### src/rtl/sha_host_if.sv
// Host-side bundle for sha_host: byte stream in, message array and start pulse to the
// core, digest in from the core, byte stream out.
interface sha_host_if #(
    parameter int unsigned Nl = 64,
    parameter int unsigned Nk = 256
);
    logic                   In_Valid;
    logic                   In_Ready;
    logic [7:0]             In_Data;
    logic [0:Nl-1][7:0]     Msg;
    logic                   Start;
    logic [Nk-1:0]          Hash_In;
    logic                   Hash_Valid;
    logic [7:0]             Out_Data;
    logic                   Out_Valid;
    logic                   Out_Ready;
    logic                   Out_Last;
    logic                   Error;

    // Environment side: byte producer, SHA core and byte consumer.
    modport master (
        output In_Valid, In_Data, Hash_In, Hash_Valid, Out_Ready,
        input  In_Ready, Msg, Start, Out_Data, Out_Valid, Out_Last, Error
    );

    // sha_host side.
    modport slave (
        input  In_Valid, In_Data, Hash_In, Hash_Valid, Out_Ready,
        output In_Ready, Msg, Start, Out_Data, Out_Valid, Out_Last, Error
    );
endinterface

### src/rtl/sha_host.sv
// Request/response sequencer in front of a SHA core: loads Nl message bytes, pulses Start,
// waits for the digest and streams it out MSB first. Watchdog built with SHA_HOST_TIMEOUT_EN.
module sha_host #(
    parameter int unsigned Nl      = 64,
    parameter int unsigned Nk      = 256,
    parameter int unsigned TIMEOUT = 4096
) (
    input logic       clk,
    input logic       rst,
    sha_host_if.slave bus
);
    localparam int unsigned NB    = Nk / 8;
    localparam int unsigned CntW  = (Nl > 1) ? $clog2(Nl) : 1;
    localparam int unsigned OcntW = (NB > 1) ? $clog2(NB) : 1;

    // Elaboration-time guard on the configuration.
    if ((Nk != 160 && Nk != 256 && Nk != 512) || Nl < 1 || TIMEOUT < 1) begin : g_bad_params
        $error("sha_host: unsupported Nl/Nk/TIMEOUT");
    end

    typedef enum logic [1:0] {StLoad, StStart, StWait, StSend} state_e;

    state_e             state_q, state_d;
    logic [CntW-1:0]    cnt_q, cnt_d;
    logic [OcntW-1:0]   ocnt_q, ocnt_d;
    logic [Nk-1:0]      hreg_q, hreg_d;
    logic [0:Nl-1][7:0] msg_q, msg_d;
    logic               timeout_hit;
    logic [Nk-1:0]      hshift;

`ifdef SHA_HOST_TIMEOUT_EN
    localparam int unsigned TW = $clog2(TIMEOUT + 1);

    logic [TW-1:0] wcnt_q;
    logic          err_q;

    assign timeout_hit = (state_q == StWait) && !bus.Hash_Valid &&
                         (wcnt_q == TW'(TIMEOUT - 1));

    // Held at zero outside WAIT so every entry into WAIT starts a fresh count.
    always_ff @(posedge clk) begin
        if (rst) begin
            wcnt_q <= '0;
            err_q  <= 1'b0;
        end else begin
            err_q  <= timeout_hit;
            wcnt_q <= (state_q == StWait) ? wcnt_q + 1'b1 : '0;
        end
    end

    assign bus.Error = err_q;
`else
    assign timeout_hit = 1'b0;
    assign bus.Error   = 1'b0;
`endif

    always_comb begin
        state_d = state_q;
        cnt_d   = cnt_q;
        ocnt_d  = ocnt_q;
        hreg_d  = hreg_q;
        msg_d   = msg_q;
        unique case (state_q)
            StLoad: begin
                if (bus.In_Valid) begin
                    msg_d[cnt_q] = bus.In_Data;
                    if (cnt_q == CntW'(Nl - 1)) begin
                        cnt_d   = '0;
                        state_d = StStart;
                    end else begin
                        cnt_d = cnt_q + 1'b1;
                    end
                end
            end
            StStart: state_d = StWait;
            StWait: begin
                // A digest arriving on the timeout cycle still wins.
                if (bus.Hash_Valid) begin
                    hreg_d  = bus.Hash_In;
                    state_d = StSend;
                end else if (timeout_hit) begin
                    state_d = StLoad;
                end
            end
            StSend: begin
                if (bus.Out_Ready) begin
                    if (ocnt_q == OcntW'(NB - 1)) begin
                        ocnt_d  = '0;
                        state_d = StLoad;
                    end else begin
                        ocnt_d = ocnt_q + 1'b1;
                    end
                end
            end
            default: state_d = StLoad;
        endcase
    end

    always_ff @(posedge clk) begin
        if (rst) begin
            state_q <= StLoad;
            cnt_q   <= '0;
            ocnt_q  <= '0;
            hreg_q  <= '0;
            msg_q   <= '0;
        end else begin
            state_q <= state_d;
            cnt_q   <= cnt_d;
            ocnt_q  <= ocnt_d;
            hreg_q  <= hreg_d;
            msg_q   <= msg_d;
        end
    end

    // Byte ocnt of the digest lands in the top byte after shifting left by 8*ocnt.
    assign hshift = hreg_q << {ocnt_q, 3'b000};

    assign bus.In_Ready  = (state_q == StLoad);
    assign bus.Start     = (state_q == StStart);
    assign bus.Out_Valid = (state_q == StSend);
    assign bus.Out_Last  = (state_q == StSend) && (ocnt_q == OcntW'(NB - 1));
    assign bus.Out_Data  = (state_q == StSend) ? hshift[Nk-1 -: 8] : 8'h00;
    assign bus.Msg       = msg_q;
endmodule

### src/flat_wrapper.sv
// flat-port wrapper written by rule: the top's interface ports become plain ports
module sha_host_flat 
#(
    parameter int unsigned Nl      = 64,
    parameter int unsigned Nk      = 256,
    parameter int unsigned TIMEOUT = 4096
)
  (clk, rst, bus_In_Valid, bus_In_Data, bus_Hash_In, bus_Hash_Valid, bus_Out_Ready, bus_In_Ready, bus_Msg, bus_Start, bus_Out_Data, bus_Out_Valid, bus_Out_Last, bus_Error);
  sha_host_if #(.Nl(Nl), .Nk(Nk)) bus_i ();
  input logic clk;
  input logic rst;
  input wire logic [$bits(bus_i.In_Valid)-1:0] bus_In_Valid;
  input wire logic [$bits(bus_i.In_Data)-1:0] bus_In_Data;
  input wire logic [$bits(bus_i.Hash_In)-1:0] bus_Hash_In;
  input wire logic [$bits(bus_i.Hash_Valid)-1:0] bus_Hash_Valid;
  input wire logic [$bits(bus_i.Out_Ready)-1:0] bus_Out_Ready;
  output wire logic [$bits(bus_i.In_Ready)-1:0] bus_In_Ready;
  output wire logic [$bits(bus_i.Msg)-1:0] bus_Msg;
  output wire logic [$bits(bus_i.Start)-1:0] bus_Start;
  output wire logic [$bits(bus_i.Out_Data)-1:0] bus_Out_Data;
  output wire logic [$bits(bus_i.Out_Valid)-1:0] bus_Out_Valid;
  output wire logic [$bits(bus_i.Out_Last)-1:0] bus_Out_Last;
  output wire logic [$bits(bus_i.Error)-1:0] bus_Error;
  assign bus_i.In_Valid = bus_In_Valid;
  assign bus_i.In_Data = bus_In_Data;
  assign bus_i.Hash_In = bus_Hash_In;
  assign bus_i.Hash_Valid = bus_Hash_Valid;
  assign bus_i.Out_Ready = bus_Out_Ready;
  assign bus_In_Ready = bus_i.In_Ready;
  assign bus_Msg = bus_i.Msg;
  assign bus_Start = bus_i.Start;
  assign bus_Out_Data = bus_i.Out_Data;
  assign bus_Out_Valid = bus_i.Out_Valid;
  assign bus_Out_Last = bus_i.Out_Last;
  assign bus_Error = bus_i.Error;
  sha_host #(.Nl(Nl), .Nk(Nk), .TIMEOUT(TIMEOUT)) u_core (.clk(clk), .rst(rst), .bus(bus_i));
endmodule
### config.mk
export PLATFORM = sky130hd
export DESIGN_NAME = sha_host_flat
export DESIGN_NICKNAME = d
export VERILOG_FILES = /design/src/rtl/sha_host_if.sv /design/src/rtl/sha_host.sv /design/src/flat_wrapper.sv
export SDC_FILE = /design/constraint.sdc
export NUM_CORES = 2
export LEC_CHECK = 0
export CAP_MARGIN = 40
export CORE_AREA = 2 2 305 307
export CTS_CLUSTER_SIZE = 16
export DETAILED_ROUTE_END_ITERATION = 12
export DIE_AREA = 0 0 307 309
export PLACE_DENSITY_LB_ADDON = 0.1
export SLEW_MARGIN = 30
export SYNTH_ARGS = -nofsm -noshare
export SYNTH_HDL_FRONTEND = slang
export SYNTH_SLANG_ARGS = --single-unit
### constraint.sdc
create_clock -name clk -period 3.89 [get_ports clk]
set_clock_uncertainty 0.2 [all_clocks]
set_input_delay 0.5835 -clock clk [delete_from_list [all_inputs] [get_ports clk]]
set_output_delay 0.5835 -clock clk [all_outputs]
set_load 0.005 [all_outputs]
==> flow_metrics.py <==
metrics = {
    "route": {
        "via_per_inst": 4.83,
        "routed_wl_um": 117000,
        "drc": 0,
        "firstDrtPassIters": 7,
        "num_vias": 24600,
        "wire_per_inst_um": 23.0,
        "first_iter_violations": 1658,
        "ant_nets": 0,
    },
    "timing": {
        "fin_setup_tns_ns": 0,
        "maxSlewHeadroom_pct": 48.5,
        "slew_viol_final": 0,
        "final_hold_viol_count": 0,
        "worstMarginPinSlew_ns": 0.773,
        "period_share_pct": 98.5,
        "rsz0062_at_grt": "true",
        "fmax_ghz": 0.261,
        "setup_violations": 0,
        "fin_crit_ns": 3.83,
    },
    "setup_path": {
        "cp-start-kind": "register",
        "crit_fanout": 4,
        "reg2reg_from": "u_core.state_q[1]",
        "worst_ep_required_time_ns": 3.11,
        "critPathMaxStageDelay_ns": 0.54,
        "arrival_ns": 3.05,
        "crit_chain": "buf_6 -> mux4_2 -> a22o_1 -> a2111oi_2 -> buf_4 -> a211oi_1 -> buf_4 -> clkdlybuf4s50_1",
        "cpMostUsedCell": "buf_4",
        "crit_path_start": "u_core.ocnt_q[0]",
        "cp_top_family": "buffers and inverters",
        "cp-end-kind": "output pin",
        "crit_type": "register to output pin",
        "cpMaxStageDelayCell": "mux4_2",
        "path_buf_inv": 4,
    },
    "cells_and_area": {
        "final-seq-area_um2": 15600,
        "fin_area_um2": 42600,
        "fin_nets": 4098,
        "nFillCells": 8895,
        "drive_gt1_share_pct": 8.91,
        "synthToLayoutAreaGrowth_pct": 40.3,
        "mostFrequentLayoutCells": "dfxtp_1 (778), clkdlybuf4s50_1 (776), mux2i_1 (545), nor2_1 (522), nand2_1 (521)",
        "mostFrequentLayoutCell": "dfxtp_1",
        "multiInputGateArea_um2": 13700,
    },
    "pwr": {
        "combPwrFrac_pct": 4.3,
        "vdd_drop_max_mv": 0.299,
        "p_leak_nw": 15.4,
        "power_frac_seq_pct": 46.4,
        "p_switching_mw": 3.93,
        "switching_share_pct": 22.7,
        "p_int_mw": 13.4,
        "powerDensity_nw_per_um2": 406,
        "power_frac_clock_pct": 49.3,
    },
    "global_route": {
        "gr-usage-met3_pct": 7.54,
        "grt_pass1_vias": 24400,
        "busiest_layer": "met2",
        "grt_max_degree": 104,
        "grt_first_pass_wirelength_um": 167000,
        "grt.overflow.total": 0,
        "grt_use_total_pct": 23.7,
        "met1_usage_pct": 27.8,
        "met2_usage_pct": 40.3,
        "antenna_found_initial": 6,
    },
    "clock_tree": {
        "cts_root_buffer": "clkbuf_16",
        "clock_latency_ns": 0.67,
        "hold_buffers": 0,
        "cts_buffers": 89,
        "cts_max_level": 3,
        "ctsLongestPathBuffers": 3,
        "clk_transition_reported_paths_ns": 0.06,
        "clock-sinks": 781,
        "cts_tree": "done",
    },
    "logic_synthesis": {
        "netlist_area_um2": 30400,
        "netlist_instances": 3127,
        "synth_cell_types": 49,
        "synth_edf_count": 0,
        "synth_seq_area_share_pct": 51.5,
        "avgSynthCellArea_um2": 9.71,
        "synth_warnings": 0,
        "yosys_most_used_dff": "dfxtp_1",
        "syn-num-nets": 3403,
        "synth_seq_cells": 781,
        "async_flop_share_pct": 0,
    },
    "placed_design": {
        "dp_hpwl_um": 81400,
        "place_area_um2": 39400,
        "portBuffers": 792,
        "place_congestion": 0.844,
    },
    "die": {
        "initial_core_util_pct": 33.2,
        "core_area_um2": 91400,
        "fp.dieW_um": 307,
        "rows": 111,
        "io_pins": 794,
        "dieArea_um2": 94900,
        "die_y_um": 309,
    },
    "outcome": {
        "status": "completed",
    },
    "min_path": {
        "hold_path_class": "input port to register",
        "min_from": "bus_In_Data[4]",
    },
    "flow_run": {
        "drv_cap": 0,
    },
}
[cells in the mapped netlist (all sizes together), types with 7 or more instances]
library cell  number  area share, %
nand3b             8           0.29
a2111oi            7           0.20
dfxtp            781             51
a22o               7           0.20
nand2            523            6.5
o22ai              8           0.16
a22oi              7           0.17
buf               98            1.8
nand3              8           0.16
ha                 7           0.29
a21oi            272            4.5
nor2             522            6.5
nor3              51            2.6
mux2i            546             18
mux4              49            3.6
a211oi             8           0.20
o221ai             7           0.20
clkbuf           167            2.1
or4               15           0.41
[worst min-delay path: cells and delay by family]
kind	cells	cell delay [ns]
buffers and inverters	1	0.20
multiplexers	1	0.16
AND/OR/NAND/NOR	1	0.05
[final timing paths]
kind / endpoint / slack, ns / cells past startpoint
setup / recovery: bus_Out_Data[1] / 0.06 / 8
hold / removal: u_core.bus.Msg[28] / 0.18 / 3
setup reg to reg: u_core.bus.Msg[152] / 1.03 / 7
hold reg to reg: u_core.hreg_q[6] / 0.25 / 2
[state kept, by name, indices dropped and copies added, names as in the netlist]
register	cells
u_core.cnt_q	6
u_core.hreg_q	256
u_core.ocnt_q	5
u_core.state_q	2
u_core.bus.Msg	512
[metrics by stage]
| step | setup slack, ns | total power [mW] | util [%] | hold slack, ns | instances |
|---|---|---|---|---|---|
| 3_3_place_gp | -0.201 | 8.94 | 43.0 | 0.240 | 4904 |
| 6_report | 0.0598 | 17.3 | 46.6 | 0.180 | 5084 |
| 3_5_place_dp | 0.0457 | 8.95 | 43.1 | 0.245 | 4908 |
| 5_1_grt | -0.0221 | 17.9 | 46.6 | 0.170 | 5084 |
| 4_1_cts | -0.0510 | 17.5 | 46.5 | 0.120 | 5078 |
| 2_1_floorplan | 1.23 | 8.47 | - | 0.233 | 3127 |
[power by group through the flow]
stage	Combinational [mW]	Sequential [mW]	Clock, mW
after floorplan	0.271	8.20	0
after global placement	0.734	8.20	0
after detailed placement	0.743	8.20	0
after CTS	0.748	8.03	8.75
after global routing	0.788	8.02	9.07
final	0.745	8.02	8.54
[what timing repair did]
action	4_1_cts	5_1_grt
gates cloned	0	0
endpoints found under the hold margin	0	0
setup endpoints to repair	9	5
pin swaps	5	1
gates resized for setup	21	7
setup buffers	7	0
[layout make-up]
cell class	instances	share of cell area, %
Antenna cell	3	0.0176
Clock buffer	135	6.21
Clock inverter	29	0.746
Inverter	5	0.0441
Multi-Input combinational cell	2076	32.1
Sequential cell	781	36.7
Tap cell	1186	3.48
Timing Repair Buffer	869	20.7
[layer usage]
| metal | vias up | routed length, um |
|---|---|---|
| li1 | 11900 | - |
| met1 | 11700 | 46900 |
| met2 | 788 | 56600 |
| met3 | 159 | 9290 |
| met4 | 6 | 3970 |
| met5 | - | 41 |
[logic make-up (layout without fill, tap and decap cells)]
group,Yosys count,count (layout),synth area share [%]
fa+ha+maj,7,7,0.288
flops,781,781,51.5
mux,595,595,21.6
other cells,1,4,0.0124
simple gates,1143,1143,16.7
buf+inv,270,1038,3.89
xor+xnor,3,3,0.0865
compound gates,327,327,5.89
Power figures use the tool's default switching activity.
